[config.mk]
export PLATFORM = sky130hd
export DESIGN_NAME = alu_seq
export DESIGN_NICKNAME = d
export VERILOG_FILES = /design/src/rtl/alu_seq.sv
export SDC_FILE = /design/constraint.sdc
export NUM_CORES = 1
export LEC_CHECK = 0
export CORE_MARGIN = 3
export CORE_UTILIZATION = 25
export DETAILED_ROUTE_END_ITERATION = 8
export SYNTH_ARGS = -nofsm -noshare
export SYNTH_HDL_FRONTEND = slang
export SYNTH_SLANG_ARGS = --single-unit
[constraint.sdc]
create_clock -name clock -period 6.5 [get_ports clock]
set_input_delay 1.95 -clock clock [delete_from_list [all_inputs] [get_ports clock]]
set_output_delay 1.95 -clock clock [all_outputs]
set_load 0.05 [all_outputs]
[src/rtl/alu_seq.sv]
// Sequential ALU with an accumulator register f, a registered carry flag and one-cycle done/err pulses.
// Optional macro ALU_SEQ_MUL_EN adds a WIDTH-cycle shift-add multiplier (s=111); otherwise s=111 raises err.
module alu_seq #(
    parameter int WIDTH = 8
) (
    input  logic             clock,
    input  logic             reset,
    input  logic [WIDTH-1:0] x,
    input  logic [WIDTH-1:0] y,
    input  logic [2:0]       s,
    input  logic             L,
    input  logic             En,
    output logic [WIDTH-1:0] f,
    output logic             cout,
    output logic             zero,
    output logic             busy,
    output logic             done,
    output logic             err
);

    localparam logic [2:0] OP_ADD  = 3'b000;
    localparam logic [2:0] OP_INC  = 3'b001;
    localparam logic [2:0] OP_SUB  = 3'b010;
    localparam logic [2:0] OP_AND  = 3'b011;
    localparam logic [2:0] OP_OR   = 3'b100;
    localparam logic [2:0] OP_XOR  = 3'b101;
    localparam logic [2:0] OP_ACC  = 3'b110;
    localparam logic [2:0] OP_MUL  = 3'b111;

    // Bit WIDTH of op_res carries the carry/borrow flag for the arithmetic ops.
    logic [WIDTH:0] op_res;

    always_comb begin
        op_res = '0;
        case (s)
            OP_ADD:  op_res = {1'b0, x} + {1'b0, y};
            OP_INC:  op_res = {1'b0, f} + {{WIDTH{1'b0}}, 1'b1};
            OP_SUB:  op_res = {1'b0, x} - {1'b0, y};
            OP_AND:  op_res = {1'b0, x & y};
            OP_OR:   op_res = {1'b0, x | y};
            OP_XOR:  op_res = {1'b0, x ^ y};
            OP_ACC:  op_res = {1'b0, f} + {1'b0, x};
            default: op_res = '0;
        endcase
    end

    assign zero = (f == '0);

`ifdef ALU_SEQ_MUL_EN

    localparam int CW = (WIDTH > 1) ? $clog2(WIDTH) : 1;
    localparam logic [CW-1:0] LAST_ITER = CW'(WIDTH - 1);

    typedef enum logic {
        IDLE,
        MUL
    } state_t;

    state_t state;
    state_t state_next;

    logic [WIDTH-1:0]   mcand;
    logic [2*WIDTH-1:0] prod;
    logic [2*WIDTH-1:0] prod_step;
    logic [WIDTH:0]     partial;
    logic [CW-1:0]      cnt;
    logic               mul_req;

    assign mul_req = En && !L && (s == OP_MUL);
    assign busy    = (state == MUL);

    // Low half of prod starts as the multiplier and is shifted out one bit per iteration.
    always_comb begin
        partial   = {1'b0, prod[2*WIDTH-1:WIDTH]} + {1'b0, (prod[0] ? mcand : {WIDTH{1'b0}})};
        prod_step = {partial, prod[WIDTH-1:1]};
    end

    always_ff @(posedge clock) begin
        if (reset) begin
            state <= IDLE;
        end else begin
            state <= state_next;
        end
    end

    always_comb begin
        state_next = state;
        case (state)
            IDLE:    if (mul_req) state_next = MUL;
            MUL:     if (cnt == LAST_ITER) state_next = IDLE;
            default: state_next = IDLE;
        endcase
    end

    always_ff @(posedge clock) begin
        if (reset) begin
            f     <= '0;
            cout  <= 1'b0;
            done  <= 1'b0;
            err   <= 1'b0;
            mcand <= '0;
            prod  <= '0;
            cnt   <= '0;
        end else begin
            done <= 1'b0;
            err  <= 1'b0;
            if (state == MUL) begin
                prod <= prod_step;
                cnt  <= cnt + 1'b1;
                if (cnt == LAST_ITER) begin
                    f    <= prod_step[WIDTH-1:0];
                    cout <= |prod_step[2*WIDTH-1:WIDTH];
                    done <= 1'b1;
                end
            end else if (L) begin
                f    <= x;
                cout <= 1'b0;
            end else if (En) begin
                if (s == OP_MUL) begin
                    mcand <= x;
                    prod  <= {{WIDTH{1'b0}}, y};
                    cnt   <= '0;
                end else begin
                    f    <= op_res[WIDTH-1:0];
                    cout <= op_res[WIDTH];
                    done <= 1'b1;
                end
            end
        end
    end

`else

    assign busy = 1'b0;

    always_ff @(posedge clock) begin
        if (reset) begin
            f    <= '0;
            cout <= 1'b0;
            done <= 1'b0;
            err  <= 1'b0;
        end else begin
            done <= 1'b0;
            err  <= 1'b0;
            if (L) begin
                f    <= x;
                cout <= 1'b0;
            end else if (En) begin
                if (s == OP_MUL) begin
                    err <= 1'b1;
                end else begin
                    f    <= op_res[WIDTH-1:0];
                    cout <= op_res[WIDTH];
                    done <= 1'b1;
                end
            end
        end
    end

`endif

endmodule

### Yosys cells after proc, flatten, opt, wreduce, memory -nomap -nowiden

Cells that the tools add are included.

| storage, ports and cells | value |
|---|---|
| input bits | 23 |
| bits in registers | 11 |
| output and inout bits | 13 |
| word-level logic and storage cells | 34 |

| operators by class | value |
|---|---|
| bitwise logic cells | 5 |
| reduce and logical (&&, ||, !) cells | 7 |
| mux-type cells | 6 |
| eq/ne operators | 8 |
| add/subtract/negate cells | 4 |

Operator list:

| cell | count |
|---|---|
| 9-bit case mux with 7 select lines | 1 |
| 8-bit 2-to-1 mux | 3 |
| 8-bit by 8-bit adder with 9-bit output | 2 |
| 3-bit equality test, second input constant | 4 |
| 8-bit by 1-bit adder with 9-bit output, second input constant | 1 |
| 8-bit by 8-bit subtractor with 9-bit output | 1 |
| 8-bit AND | 1 |
| 8-bit zero test | 1 |
| 8-bit bitwise OR | 1 |
| 8-bit XOR | 1 |
| 3-bit by 2-bit equality test with 1-bit output, second input constant | 2 |
| 2-bit AND reduction | 2 |
| 3-bit by 1-bit equality test with 1-bit output, second input constant | 1 |
| 3-bit zero test | 1 |
| 3-bit OR reduction | 1 |
| 1-bit 2-to-1 mux | 2 |
| 2-bit != test, second input constant | 1 |
| 1-bit NOT | 2 |
| 2-bit nonzero test | 1 |
| 2-bit OR reduction | 1 |

### Longest topological paths before layout

| depth | value |
|---|---|
| word-level depth | 5 |
| mapped depth | 13 |
| gate-level depth less buffers | 13 |

### Worst setup path before layout

OpenSTA, ideal clock, no wires.

| path | value |
|---|---|
| kind | register to output |
| from | register f[0] |
| to | output port zero |
| slack | 1.757 ns |
| arrival time | 2.793 ns |
| path buffers | 0 |
| data required time | 4.550 ns |
| cell stages (with the launch flop) | 5 |
| cells stage by stage | dfxtp_1 > inv_1 > ha_1 > or4b_2 > nor4_1 |

| on the way | value |
|---|---|
| cells in the longest elaborated chain, start to end | 1 |

RTL lines:

| what | RTL line | text |
|---|---|---|
| start, declared | 13 | `output logic [WIDTH-1:0] f,` |
| start signal, assigned | 152 | `f <= op_res[WIDTH-1:0];` |
| 8-bit zero test | 47 | `assign zero = (f == '0);` |
| end, declared | 15 | `output logic zero,` |

No other way between the ends.

### Final worst setup path

| path | value |
|---|---|
| from | input port s[1] |
| to | register cout |

| on the way | value |
|---|---|
| cells in the longest elaborated chain, start to end | 3 |
| elaborated cells on any way between the ends | 11 |
| classes of those cells | eq/ne: 7; mux: 1; bitwise: 1; reduce/logical: 2 |

RTL lines:

| what | RTL line | text |
|---|---|---|
| start, declared | 10 | `input logic [2:0] s,` |
| branches (longest 3 deep; another with 9-bit case mux with 7 select lines) | - |  |
| end signal, assigned | 153 | `cout <= op_res[WIDTH];` |
| end, declared | 14 | `output logic cout,` |

Several ways; the timed one is not identified.
A chain may end at the register's enable or synchronous reset.

==> impl_metrics.json <==
{
  "min-delay-path-class": "register to register",
  "crit_chain": "clkdlybuf4s50_1 -> nand2b_1 -> nor2_1 -> o21ai_0 -> ha_1 -> fa_1 -> a21o_1 -> and4_1 -> o211ai_1 -> nor3b_1 -> o31ai_1",
  "clock_path_buffers": 2,
  "worst_pin_slew_ns": 0.7342,
  "synth_seq_area_share": 0.1183,
  "r2r_cells": 8,
  "finalClockSkew_ns": 0.002166,
  "synth_cell_types": 57,
  "cts.hold.buffers_added": 0,
  "insertedDiodeCount": 0,
  "hold_end": "cout$_SDFFE_PP0P_",
  "syn_nets": 314,
  "drtAntennaViolNets": 0,
  "dp_hpwl_mm": 4.867,
  "synth_edf_count": 0,
  "max_stage_delay_ns": 0.78,
  "synth_xor_area_frac": 0.02823,
  "numCtsBuffers": 3,
  "wl_per_cell_um": 15.88,
  "drv_slew": 0,
  "r2r_start": "f[1]$_SDFFE_PP0P_",
  "max-vdd-ir-drop_mv": 0.03888,
  "critPathLaunchType": "input port",
  "finalSetupTns_ns": 0,
  "setup_violations": 0,
  "synthMuxAreaShare": 0.01680,
  "grt_max_degree": 28,
  "path_max_fanout": 16,
  "yosys_warnings": 0,
  "die_y_um": 92.30,
  "synth_compound_gate_area_share": 0.3071,
  "ctsResizeCount": 0,
  "ys_seq_elements": 11,
  "synthSimpleGateAreaFrac": 0.2534,
  "critPathTopFamily": "simple AND/OR/NAND/NOR gates",
  "synth_area_per_cell_sq_um": 7.106,
  "dieArea_sq_um": 8518,
  "drc": 0,
  "antenna_found_initial": 0,
  "min_period_ns": 5.090,
  "overflow": 0,
  "initial_core_util": 0.2652,
  "firstDrtPassIters": 7,
  "syn_to_final_growth_pct": 24.46,
  "clock_latency_ns": 0.24,
  "die_x_um": 92.30,
  "cpMaxStageDelayCell": "clkdlybuf4s50_1",
  "fmax_ghz": 0.1965,
  "drv_cap": 0,
  "async_reset_ff_frac": 0,
  "hold_viol": 0,
  "layout-drive-gt1-share": 0.02439,
  "fin_crit_sh": 0.7830,
  "cp.required_ns": 6.63,
  "grt_pass1_wl_mm": 9.804,
  "fp-row-count": 30,
  "netlist_area_sq_um": 1862,
  "grt_pass1_vias": 1929,
  "viasPerCell": 5.433,
  "worstPathArrival_ns": 5.22,
  "p_leak_nw": 0.9620,
  "port-buffer-count": 34,
  "seq_area_sq_um": 220.2,
  "r2r_end": "f[5]$_SDFFE_PP0P_",
  "synthCells": 262,
  "layout_common_cells": "clkdlybuf4s50_1, ha_1, inv_1, nand2_1",
  "hold_path_startpoint": "cout$_SDFFE_PP0P_",
  "fill_cells": 746,
  "h-tree-depth": 1,
  "cts_sinks": 11,
  "drt_iter0_drc": 295,
  "boundaryPins": 36,
  "grt_util_all_layers": 0.1427,
  "critPathCaptureType": "register",
  "slew-limit-headroom": 0.5090,
  "regToRegSetupSlack_ns": 4.12,
  "rsz0062_at_grt": "no",
  "gp_congestion": 0.8885,
  "cp_num_buf_inv": 1,
  "hold_depth": 3,
  "setup_slack_ns": 1.410,
  "startpoint": "s[1]",
  "synth_top_family_by_area": "compound AO/OA/AOI/OAI gates",
  "synth_ff_type": "dfxtp_1",
  "wirelength_mm": 6.081,
  "clk_pin_slew_ns": 0.06,
  "post_cts_buffers": 0,
  "core_area_sq_um": 7019,
  "final_util": 0.3301,
  "cts_root_buf": "clkbuf_8",
  "nNetsFinal": 340,
  "vias": 2081,
  "layout_commonest_cell": "clkdlybuf4s50_1",
  "dp_slack_ns": 1.187,
  "cts_tree": "yes",
  "critPathKind": "input port to register",
  "powerDensity_nw_per_um2": 139.5,
  "multi_input_area_sq_um": 1501,
  "status": "finished, final reports clean",
  "synth_fa_ha_area_frac": 0.1989
}
Yosys cell counts, types with 3 or more instances:
cell type,count,area share
nor4_1,4,0.013
a21oi_1,19,0.051
o31ai_1,3,0.012
xor2_1,3,0.014
nand2_1,20,0.040
nand3_1,9,0.024
a2111oi_0,3,0.014
clkbuf_1,12,0.024
inv_1,20,0.040
o21ai_0,19,0.051
nor3_1,11,0.030
o22ai_1,3,0.010
xnor2_1,3,0.014
and2_1,3,0.010
a22oi_1,5,0.020
a21o_1,4,0.016
nand2b_1,7,0.024
a211oi_1,4,0.016
ha_1,28,0.19
nor2_1,17,0.034
dfxtp_1,11,0.12
nor2b_1,6,0.020
where the power goes:
group | total (mW) | internal (mW) | leakage, nW | switching, mW
Sequential | 0.0849 | 0.0727 | 0.0907 | 0.0122
Clock | 0.0726 | 0.0433 | 0.0228 | 0.0293
Combinational | 0.166 | 0.0681 | 0.849 | 0.0977
Total | 0.323 | 0.184 | 0.962 | 0.139
worst max-delay path by stage:
stage | to | slack (ns) | depth (start not counted)
detailed placement | cout$_SDFFE_PP0P_ | 1.19 | 11
global route | cout$_SDFFE_PP0P_ | 1.14 | 11
global placement | f[6]$_SDFFE_PP0P_ | 1.34 | 11
CTS | cout$_SDFFE_PP0P_ | 1.44 | 11
floorplan | zero | 1.76 | 4
finish | cout$_SDFFE_PP0P_ | 1.41 | 11
state kept, by name, summed over array words and instances, names as in the netlist:
register  cells
done          1
cout          1
err           1
f             8
per-stage QoR:
stage / hold slack [ns] / area, sq um / power, mW / cells
global placement: 0.7041 / 2272 / 0.2483 / 379
detailed placement: 0.6841 / 2272 / 0.2495 / 379
global route: 0.7376 / 2317 / 0.3436 / 383
CTS: 0.6999 / 2317 / 0.3225 / 383
finish: 0.6878 / 2317 / 0.3233 / 383
floorplan: 0.8357 / 1862 / 0.1903 / 262
layer usage:
| metal | global-route usage | vias up | routed length [um] |
|---|---|---|---|
| met3 | 0.01950 | 8 | 512 |
| met2 | 0.2251 | 113 | 2798 |
| li1 | - | 1018 | - |
| met4 | 0.03218 | 0 | 57 |
| met1 | 0.2056 | 942 | 2712 |
| met5 | 0 | - | 0 |
kinds of logic (layout without fill, tap and decap cells):
family,after synthesis,in the layout
compound gates,86,86
xor+xnor,6,6
fa+ha+maj,29,29
buf+inv,35,60
flops,11,11
mux,3,3
other cells,1,1
simple gates,91,91
tightest hold or removal path, stage by stage (launching register included):
cell and delay, ns:
dfxtp_1 0.34, a2bb2oi_1 0.08, o21bai_1 0.17, o31ai_1 0.06
area by class of cell:
cell class	instances	share of cell area
repair buffers	36	0.1533
clock buffers	4	0.01944
inverters	20	0.03240
well taps	96	0.05184
multi-input cells	216	0.6479
flip-flops and latches	11	0.09503
(Power assumes the default switching activity.)
